## src/rtl/seq_divider_pkg.sv

```systemverilog
// Shared constants and FSM state encoding for the sequential restoring divider.
package seq_divider_pkg;

  localparam int DIV_WIDTH = 32;
  localparam int DIV_ITERS = 32;
  localparam int CNT_W     = $clog2(DIV_ITERS);

  typedef enum logic [1:0] {
    S_IDLE = 2'd0,
    S_RUN  = 2'd1,
    S_FIX  = 2'd2,
    S_DONE = 2'd3
  } div_state_e;

endpackage

```

## src/rtl/seq_divider_div_step.sv

```systemverilog
// One restoring-division iteration: shift {rem, quo} left, then conditionally
// subtract the divisor from the upper half and set the quotient LSB.
module div_step
  import seq_divider_pkg::*;
#(
  parameter int W = DIV_WIDTH
) (
  input  logic [2*W-1:0] acc_in,
  input  logic [W-1:0]   dvs,
  output logic [2*W-1:0] acc_out
);

  logic [2*W-1:0] shifted;
  logic [W:0]     diff;

  always_comb begin
    shifted = {acc_in[2*W-2:0], 1'b0};
    // The bit shifted out of the top takes part in the compare so that a
    // partial remainder above 2^(W-1) can never wrap.
    diff    = {acc_in[2*W-1], shifted[2*W-1:W]} - {1'b0, dvs};
    acc_out = shifted;
    if (!diff[W]) begin
      acc_out[2*W-1:W] = diff[W-1:0];
      acc_out[0]       = 1'b1;
    end
  end

endmodule

```

## src/rtl/seq_divider.sv

```systemverilog
// Fixed-latency signed/unsigned 32-bit sequential divider: 32 restoring steps,
// one sign-fix cycle, then a single-cycle done pulse.
module seq_divider
  import seq_divider_pkg::*;
#(
  parameter int WIDTH = DIV_WIDTH
) (
  input  logic             clk,
  input  logic             rst,
  input  logic             start,
  input  logic             is_signed,
  input  logic [WIDTH-1:0] dividend,
  input  logic [WIDTH-1:0] divisor,
  output logic             busy,
  output logic             done,
  output logic [WIDTH-1:0] quotient,
  output logic [WIDTH-1:0] remainder,
  output logic             div_by_zero,
  output div_state_e       dbg_state
);

  // Handshake: start is sampled on every rising edge but only accepted while
  // idle or in the done cycle; done is a one-cycle pulse, busy covers RUN+FIX.
  div_state_e         state_q, state_d;
  logic [CNT_W-1:0]   cnt_q;
  logic [2*WIDTH-1:0] acc_q, acc_step;
  logic [WIDTH-1:0]   dvs_q;
  logic [WIDTH-1:0]   dividend_q;
  logic               neg_quo_q;
  logic               neg_rem_q;
  logic               accept;
  logic               last_iter;
  logic [WIDTH-1:0]   dividend_mag;
  logic [WIDTH-1:0]   divisor_mag;
  logic [WIDTH-1:0]   quo_raw, rem_raw;
  logic               dividend_neg, divisor_neg;

  assign accept    = start && (state_q == S_IDLE || state_q == S_DONE);
  assign last_iter = (cnt_q == CNT_W'(DIV_ITERS - 1));

  assign dividend_neg = is_signed && dividend[WIDTH-1];
  assign divisor_neg  = is_signed && divisor[WIDTH-1];
  assign dividend_mag = dividend_neg ? (~dividend + 1'b1) : dividend;
  assign divisor_mag  = divisor_neg  ? (~divisor + 1'b1)  : divisor;

  assign quo_raw = acc_q[WIDTH-1:0];
  assign rem_raw = acc_q[2*WIDTH-1:WIDTH];

  div_step #(.W(WIDTH)) u_step (
    .acc_in  (acc_q),
    .dvs     (dvs_q),
    .acc_out (acc_step)
  );

  always_ff @(posedge clk or posedge rst) begin
    if (rst) state_q <= S_IDLE;
    else     state_q <= state_d;
  end

  always_comb begin
    state_d = state_q;
    busy    = 1'b0;
    done    = 1'b0;
    case (state_q)
      S_IDLE: if (start) state_d = S_RUN;
      S_RUN: begin
        busy = 1'b1;
        if (last_iter) state_d = S_FIX;
      end
      S_FIX: begin
        busy    = 1'b1;
        state_d = S_DONE;
      end
      S_DONE: begin
        done    = 1'b1;
        state_d = start ? S_RUN : S_IDLE;
      end
      default: state_d = S_IDLE;
    endcase
  end

  assign dbg_state = state_q;

  always_ff @(posedge clk or posedge rst) begin
    if (rst) begin
      cnt_q       <= '0;
      acc_q       <= '0;
      dvs_q       <= '0;
      dividend_q  <= '0;
      neg_quo_q   <= 1'b0;
      neg_rem_q   <= 1'b0;
      quotient    <= '0;
      remainder   <= '0;
      div_by_zero <= 1'b0;
    end else if (accept) begin
      cnt_q       <= '0;
      acc_q       <= {{WIDTH{1'b0}}, dividend_mag};
      dvs_q       <= divisor_mag;
      dividend_q  <= dividend;
      neg_quo_q   <= dividend_neg ^ divisor_neg;
      neg_rem_q   <= dividend_neg;
      div_by_zero <= 1'b0;
    end else if (state_q == S_RUN) begin
      acc_q <= acc_step;
      cnt_q <= cnt_q + 1'b1;
    end else if (state_q == S_FIX) begin
      // A zero divisor reports the raw dividend bits regardless of mode.
      if (dvs_q == '0) begin
        quotient    <= '1;
        remainder   <= dividend_q;
        div_by_zero <= 1'b1;
      end else begin
        quotient    <= neg_quo_q ? (~quo_raw + 1'b1) : quo_raw;
        remainder   <= neg_rem_q ? (~rem_raw + 1'b1) : rem_raw;
        div_by_zero <= 1'b0;
      end
    end
  end

endmodule

```

## config.mk

```make
export PLATFORM = sky130hd
export DESIGN_NAME = seq_divider
export DESIGN_NICKNAME = d
export VERILOG_FILES = /design/src/rtl/seq_divider_pkg.sv /design/src/rtl/seq_divider_div_step.sv /design/src/rtl/seq_divider.sv
export SDC_FILE = /design/constraint.sdc
export NUM_CORES = 1
export LEC_CHECK = 0
export BUFFER_PORTS_ARGS = -buffer_cell sky130_fd_sc_hd__buf_2
export CAP_MARGIN = 25
export CORE_MARGIN = 8
export CORE_UTILIZATION = 55
export CTS_BUF_LIST = sky130_fd_sc_hd__clkbuf_4 sky130_fd_sc_hd__clkbuf_8
export DETAILED_ROUTE_END_ITERATION = 7
export PLACE_DENSITY = 0.85
export SETUP_SLACK_MARGIN = 0.05
export SYNTH_ARGS = -nofsm -noshare
export SYNTH_HDL_FRONTEND = slang
export SYNTH_HIERARCHICAL = 1
export SYNTH_SLANG_ARGS = --single-unit
```

## constraint.sdc

```tcl
create_clock -name clk -period 18.7 [get_ports clk]
set_clock_uncertainty 0.2 [all_clocks]
set_input_delay 3.74 -clock clk [delete_from_list [all_inputs] [get_ports clk]]
set_output_delay 3.74 -clock clk [all_outputs]
set_load 0.005 [all_outputs]
```

==> results of run 1 <==
-- final cells by class --
cell class	instances	area [um^2]
Timing Repair Buffer	150	843
Sequential cell	202	5050
Antenna cell	6	15.0
Clock buffer	54	687
Inverter	56	225
Clock inverter	8	77.6
Fill cell	2105	9780
Multi-Input combinational cell	1205	7940
Tap cell	330	413
-- cell families (layout without fill, tap and decap cells) --
logic type | after synthesis | count (layout) | share of synthesized area [%]
multiplexers | 88 | 88 | 7.16
AO/OA/AOI/OAI | 394 | 394 | 18.6
buffers and inverters | 187 | 268 | 6.72
XOR/XNOR | 130 | 130 | 8.19
adder cells (fa/ha/maj) | 44 | 44 | 4.01
AND/OR/NAND/NOR | 549 | 549 | 19.0
flip-flops | 202 | 202 | 36.4
other | 0 | 6 | 0
-- report_power, final --
| part | leakage, nW | switching, mW | internal (mW) | total, mW |
|---|---|---|---|---|
| clock network | 0.411 | 0.192 | 0.250 | 0.442 |
| registers | 2.49 | 0.216 | 0.637 | 0.853 |
| logic | 4.05 | 0.873 | 0.672 | 1.55 |
-- per-layer routing --
metal	up-vias	wire length (um)
met4	0	1280
li1	5788	-
met2	525	17600
met1	5997	15700
met5	-	0
met3	98	2970
-- registers in the layout (all words and copies together), names as in the netlist --
name	count
remainder	32
quotient	32
dbg_state	2
dividend_q	32
dvs_q	32
cnt_q	5
acc_q	64
neg_quo_q	1
neg_rem_q	1
div_by_zero	1
-- through the flow --
step / hold slack [ns] / cell area [um^2] / power, mW / setup slack, ns
2_1_floorplan: 0.237 / 13900 / 2.07 / 9.25
3_3_place_gp: 0.253 / 14400 / 2.31 / 12.52
3_5_place_dp: 0.261 / 14400 / 2.36 / 12.44
4_1_cts: 0.276 / 15200 / 2.82 / 12.96
5_1_grt: 0.301 / 15300 / 3.05 / 12.64
6_report: 0.273 / 15300 / 2.84 / 12.89
-- cells in the mapped netlist, types with 4 or more instances --
cell type,number,area [um^2]
and3_1,8,50.1
clkbuf_1,78,293
a41oi_1,4,35.0
nor2_1,122,458
mux2i_1,62,621
or2_2,4,25.0
or3_1,22,138
nand4_1,7,43.8
a21o_1,16,120
o21a_1,8,60.1
mux2_2,6,67.6
buf_4,34,255
nor4_1,25,156
o31ai_1,28,210
nor3_1,27,135
nand2b_1,6,37.5
dfrtp_1,202,5050
a21oi_1,102,510
a221o_1,5,50.1
or4_1,12,90.1
and2_1,4,25.0
buf_1,10,37.5
o2111ai_1,4,35.0
a211oi_1,44,330
nand3_1,60,300
a31oi_1,26,163
xnor2_1,60,526
mux2_4,19,285
xor2_1,70,613
and4_1,4,35.0
nor4b_1,4,35.0
inv_1,55,206
nor2b_1,27,169
o41ai_1,26,228
o21ai_0,97,485
nand2_1,195,732
ha_1,43,538
-- critical path: cells and delay by family --
family	cells	cell delay, ns
buf+inv	2	0.17
fa+ha+maj	1	0.15
xor+xnor	1	0.18
compound gates	2	0.70
simple gates	2	1.02
-- final timing paths --
path	cells after the start	to	from	slack [ns]
max in group asynchronous	4	remainder[2]	rst	13.85
worst max-delay path	8	dvs_q[30]	divisor[0]	12.89
min in group asynchronous	2	quotient[26]	rst	3.12
worst min-delay path	2	remainder[24]	remainder[24]	0.27
worst min register to register	2	remainder[24]	remainder[24]	0.27
worst max register to register	15	acc_q[62]	acc_q[31]	14.27
==> results.cfg, run 1 <==
[outcome]
status = complete, no violations

[detailed_routing]
vias_per_cell = 6.17
drt-total-wl_mm = 37.6
route.detailed.drc = 0
via_count = 12400
avgRoutedWirePerCell_um = 18.7
firstDrtPassIters = 7
drtIter0Drc = 1019
final_antenna_net_count = 0

[critical_path]
end_kind = flop
worstPathMaxFanout = 10
critPathKind = input pin to flop
worstPathArrival_ns = 5.98
start_kind = input pin
crit_slowest_cell = o41ai_1
max_stage_delay_ns = 0.62
required_ns = 18.87
crit_chain = buf_2, inv_1, ha_1, nor3b_1, nand4b_1, o41ai_1, xor2_1, o21ai_0

[clock_network]
htreeDepth = 2
cts.sinks = 202
post_cts_resized = 0
clkTransAtPathRegs_ns = 0.06
post_cts_buffers = 0
cts.path.max_buffers = 3
cts_root_buf = clkbuf_8
cts_buffers = 36
cts_tree = built
worst_skew_pair.late_latency_ns = 0.55
cts_hold_buf = 0

[global_route]
globalRouteOverflowTotal = 0
busiest_layer = met2
grt_util_met3_pct = 5.29
grt_use_met1_pct = 30.7
track_usage_pct = 23.6
grt_pass1_wl_mm = 60.5
grt_use_met2_pct = 37.2
antenna_found_initial = 5
grt_pass1_vias = 12000
grt_max_degree = 119

[sta]
fmax_mhz = 172
fin_crit_ns = 5.81
tightestPinTransition_ns = 0.969
rsz0062_at_grt = no
hold_viol_final = 0
finalSetupViolCount = 0
slew_violations = 0
setup_tns_ns = 0
min_period_over_period_pct = 31.1
slew_headroom_pct = 34.5

[synth]
syn-num-nets = 1706
netlist_area_um2 = 13900
yosysSeqAreaShare_pct = 36.4
syn_inst = 1594
synth-edff-count = 0
yosysWarnings = 6
ys.flop_type = dfrtp_1
syn_avg_cell_area_um2 = 8.72
synth_cell_types = 86
ys_seq_elements = 202
synth-async-reset-ratio_pct = 100

[finish]
final_cell_mix = 202 x dfrtp_1, 195 x nand2_1, 136 x buf_2, 120 x nor2_1, 102 x a21oi_1
final_common_cell = dfrtp_1
fin_util_pct = 60.9
final_nets = 1763
final_cells = 2011
final_layout_size_suffix_gt1_share_pct = 16.2
syn_to_final_growth_pct = 9.76

[floorplan]
die_y_um = 175
core_area_um2 = 25000
fp.dieW_um = 175
fp-row-count = 58
initial_utilization_pct = 55.5
pin_count = 137
die_area_um2 = 30600

[pwr]
ir_worst_vdd_mv = 0.134
p_per_area_nw_per_um2 = 186
leakagePower_nw = 6.95

[worst_hold_path]
hold_path.class = flop to flop

[flow_run]
max_cap_viol_count = 0

[place]
placed_cells = 1940
port-buffer-count = 136
gp_congestion = 0.940
hpwl_mm = 26.6
No activity file was read; power rests on OpenSTA's default activity.
==> run 2: changes to the inputs <==
--- a/config.mk
+++ b/config.mk
@@ -5,13 +5,14 @@
 export SDC_FILE = /design/constraint.sdc
 export NUM_CORES = 1
 export LEC_CHECK = 0
+export ABC_AREA = 1
 export BUFFER_PORTS_ARGS = -buffer_cell sky130_fd_sc_hd__buf_2
 export CAP_MARGIN = 25
 export CORE_MARGIN = 8
 export CORE_UTILIZATION = 55
 export CTS_BUF_LIST = sky130_fd_sc_hd__clkbuf_4 sky130_fd_sc_hd__clkbuf_8
 export DETAILED_ROUTE_END_ITERATION = 7
-export PLACE_DENSITY = 0.85
+export PLACE_DENSITY = 0.87
 export SETUP_SLACK_MARGIN = 0.05
 export SYNTH_ARGS = -nofsm -noshare
 export SYNTH_HDL_FRONTEND = slang
==> constraint.sdc (replaced) <==
create_clock -name clk -period 4.9 [get_ports clk]
set_clock_uncertainty 0.2 [all_clocks]
set_input_delay 0.98 -clock clk [delete_from_list [all_inputs] [get_ports clk]]
set_output_delay 0.98 -clock clk [all_outputs]
set_load 0.005 [all_outputs]
==> run 2 against run 1 <==
Via count is 33% higher. Combinational power grew to 3.1 times the previous value. Final cell count is 45% higher. Register-to-register slack worse by 13 ns. Clock-buffer cell count stayed put. Core utilization is 0.23 points lower. Power grew to 3.3 times the previous value. Critical path type is now flop to flop. Largest cell class unchanged. Highest routed layer unchanged.
==> results.cfg, run 2 <==
[synth]
ys_seq_elements = 202
syn_inst = 2433
syn_avg_cell_area_um2 = 6.34
synth_top_area_share_pct = 32.8
synthTopCellsByCount = 755 x nand2_1, 353 x inv_1, 323 x nand3_1, 257 x nor2_1, 202 x dfrtp_1
synth.largest_area_cell = dfrtp_1
netlist_area_um2 = 15400
synth_cell_types = 46
synth_area_leaders = dfrtp_1 33%, nand2_1 18%, nand3_1 10%
synth-async-reset-ratio_pct = 100
ys.flop_type = dfrtp_1
synth-edff-count = 0
syn-num-nets = 2545
yosysSeqAreaShare_pct = 32.8
yosysWarnings = 6
yosysMostFrequentCell = nand2_1

[detailed_routing]
via_count = 16500
drt-total-wl_mm = 52.1
route.detailed.drc = 0
drtIter0Drc = 2148
firstDrtPassIters = 7
avgRoutedWirePerCell_um = 17.9
vias_per_cell = 5.66
final_antenna_net_count = 0

[floorplan]
core_area_um2 = 27700
initial_utilization_pct = 55.6
die_y_um = 183
pin_count = 137
fp.dieW_um = 183
fp-row-count = 61
die_area_um2 = 33600

[critical_path]
start_kind = flop
end_kind = flop
critPathKind = flop to flop
worstPathMaxFanout = 33
worstPathArrival_ns = 3.47
required_ns = 5.14

[flow_run]
max_cap_viol_count = 0

[finish]
syn_to_final_growth_pct = 9.14
diodes = 0
largest_reg_flops = 64
final_cell_mix = 754 x nand2_1, 351 x inv_1, 323 x nand3_1, 257 x nor2_1, 202 x dfrtp_1
final_cells = 2911
final_nets = 2623
top_register = acc_q
final_layout_size_suffix_gt1_share_pct = 10.0
final_common_cell = nand2_1

[place]
placed_cells = 2850
hpwl_mm = 40.3
gp_congestion = 0.999
port-buffer-count = 136

[pwr]
leakagePower_nw = 9.27
p_per_area_nw_per_um2 = 553
pwr-share-seq_pct = 30.8
p_sw_share_pct = 49.8
switching_power_mw = 4.63
p_clk_share_pct = 17.6
ir_worst_vdd_mv = 0.923
pwr-share-comb_pct = 51.6
internal-power_mw = 4.67

[clock_network]
cts.path.max_buffers = 3
cts_tree = built
post_cts_resized = 0
cts.sinks = 202
cts_hold_buf = 0
post_cts_buffers = 0
cts_root_buf = clkbuf_8
cts_buffers = 37
clkTransAtPathRegs_ns = 0.06
htreeDepth = 2
worst_skew_pair.late_latency_ns = 0.55

[sta]
timing.hold.ws_ns = 0.288
fmax_mhz = 309
rsz0062_at_grt = no
slew_headroom_pct = 32.7
finalSetupViolCount = 0
tightestPinTransition_ns = 1.01
hold_viol_final = 0
setup_tns_ns = 0
fin_crit_ns = 3.23
slew_violations = 0
min_period_over_period_pct = 66.0

[global_route]
grt_pass1_wl_mm = 83.1
grt_pass1_vias = 15600
globalRouteOverflowTotal = 0
track_usage_pct = 30.7
antenna_found_initial = 0
grt_max_degree = 145

[outcome]
status = complete, no violations

[worst_hold_path]
hold_path.class = flop to flop
## run 2: cell count changes after synthesis, moves of 27 or more
cell	previous run	this run
xor2_1	70	39
xnor2_1	60	1
mux2i_1	62	0
nand2_1	195	755
nor2b_1	27	0
clkbuf_1	78	37
a21oi_1	102	55
nor2_1	122	257
nand3_1	60	323
a211oi_1	44	0
inv_1	55	353
## run 2: logic make-up (layout without fill, tap and decap cells)
logic type                 count (synthesis)  after routing  share of synthesized area, %
AOI/OAI and AO/OA                        244            244                          9.24
xor gates and xnor gates                  40             40                          2.27
adders and majority gates                 44             44                          3.62
buffers and inverters                    469            569                          12.8
DFF                                      202            202                          32.8
and+or+nand+nor                         1434           1434                          39.3
## run 2: path summary, 6_finish.rpt
path                            slack [ns]  cells after the start       endpoint     startpoint
max in group asynchronous             2.98                      3    quotient[4]            rst
worst min register to register        0.29                      2  dividend_q[2]  dividend_q[2]
worst max register to register        1.67                     18      acc_q[55]      acc_q[31]
worst max-delay path                  1.67                     18      acc_q[55]      acc_q[31]
min in group asynchronous             0.30                      2   quotient[23]            rst
worst min-delay path                  0.29                      2  dividend_q[2]  dividend_q[2]
## run 2: critical path, stage by stage (launching register included)
cell and delay (ns):
dfrtp_1 0.51, inv_1 0.08, ha_1 0.23, fa_1 0.45
inv_1 0.14, nand2_1 0.06, nand2_1 0.08, nand3_1 0.08
nand2_2 0.13, nand2_1 0.08, nand2_2 0.11, nand2_2 0.09
nand2_2 0.08, nand2_2 0.06, nand2_4 0.27, nand2_1 0.16
nand2_1 0.09, nand3_1 0.08, o21ai_0 0.12
## run 2: routing by layer
layer / wire length, um / track usage [%] / vias to the layer above
li1: - / - / 7835
met1: 22700 / 42.9 / 7658
met2: 22700 / 47.1 / 871
met3: 5130 / 6.44 / 117
met4: 1570 / 9.08 / 0
met5: 0 / 0 / -
## run 2: stage by stage
stage / setup slack, ns / total power [mW] / util [%] / area [um^2]
after floorplan: 1.10 / 6.14 / - / 15400
after global placement: 1.59 / 7.42 / 58.0 / 16100
after detailed placement: 1.58 / 7.52 / 58.1 / 16100
after CTS: 1.72 / 9.18 / 60.7 / 16800
after global routing: 1.46 / 9.99 / 60.7 / 16800
final: 1.67 / 9.30 / 60.7 / 16800
## run 2: power by group through the flow
stage / registers, mW / logic, mW / clock network [mW]
floorplan: 2.67 / 3.48 / 0
global placement: 2.83 / 4.59 / 0
detailed placement: 2.85 / 4.67 / 0
CTS: 2.83 / 4.70 / 1.65
global route: 2.92 / 5.33 / 1.73
finish: 2.86 / 4.80 / 1.64
## run 2: area by class of cell
class	count	area, um^2
clock inverter	7	45.0
timing repair buffer	149	811
fill	2733	10900
inverter	359	1350
multi-input combinational	1762	8400
tap	378	473
clock buffer	54	687
sequential	202	5050
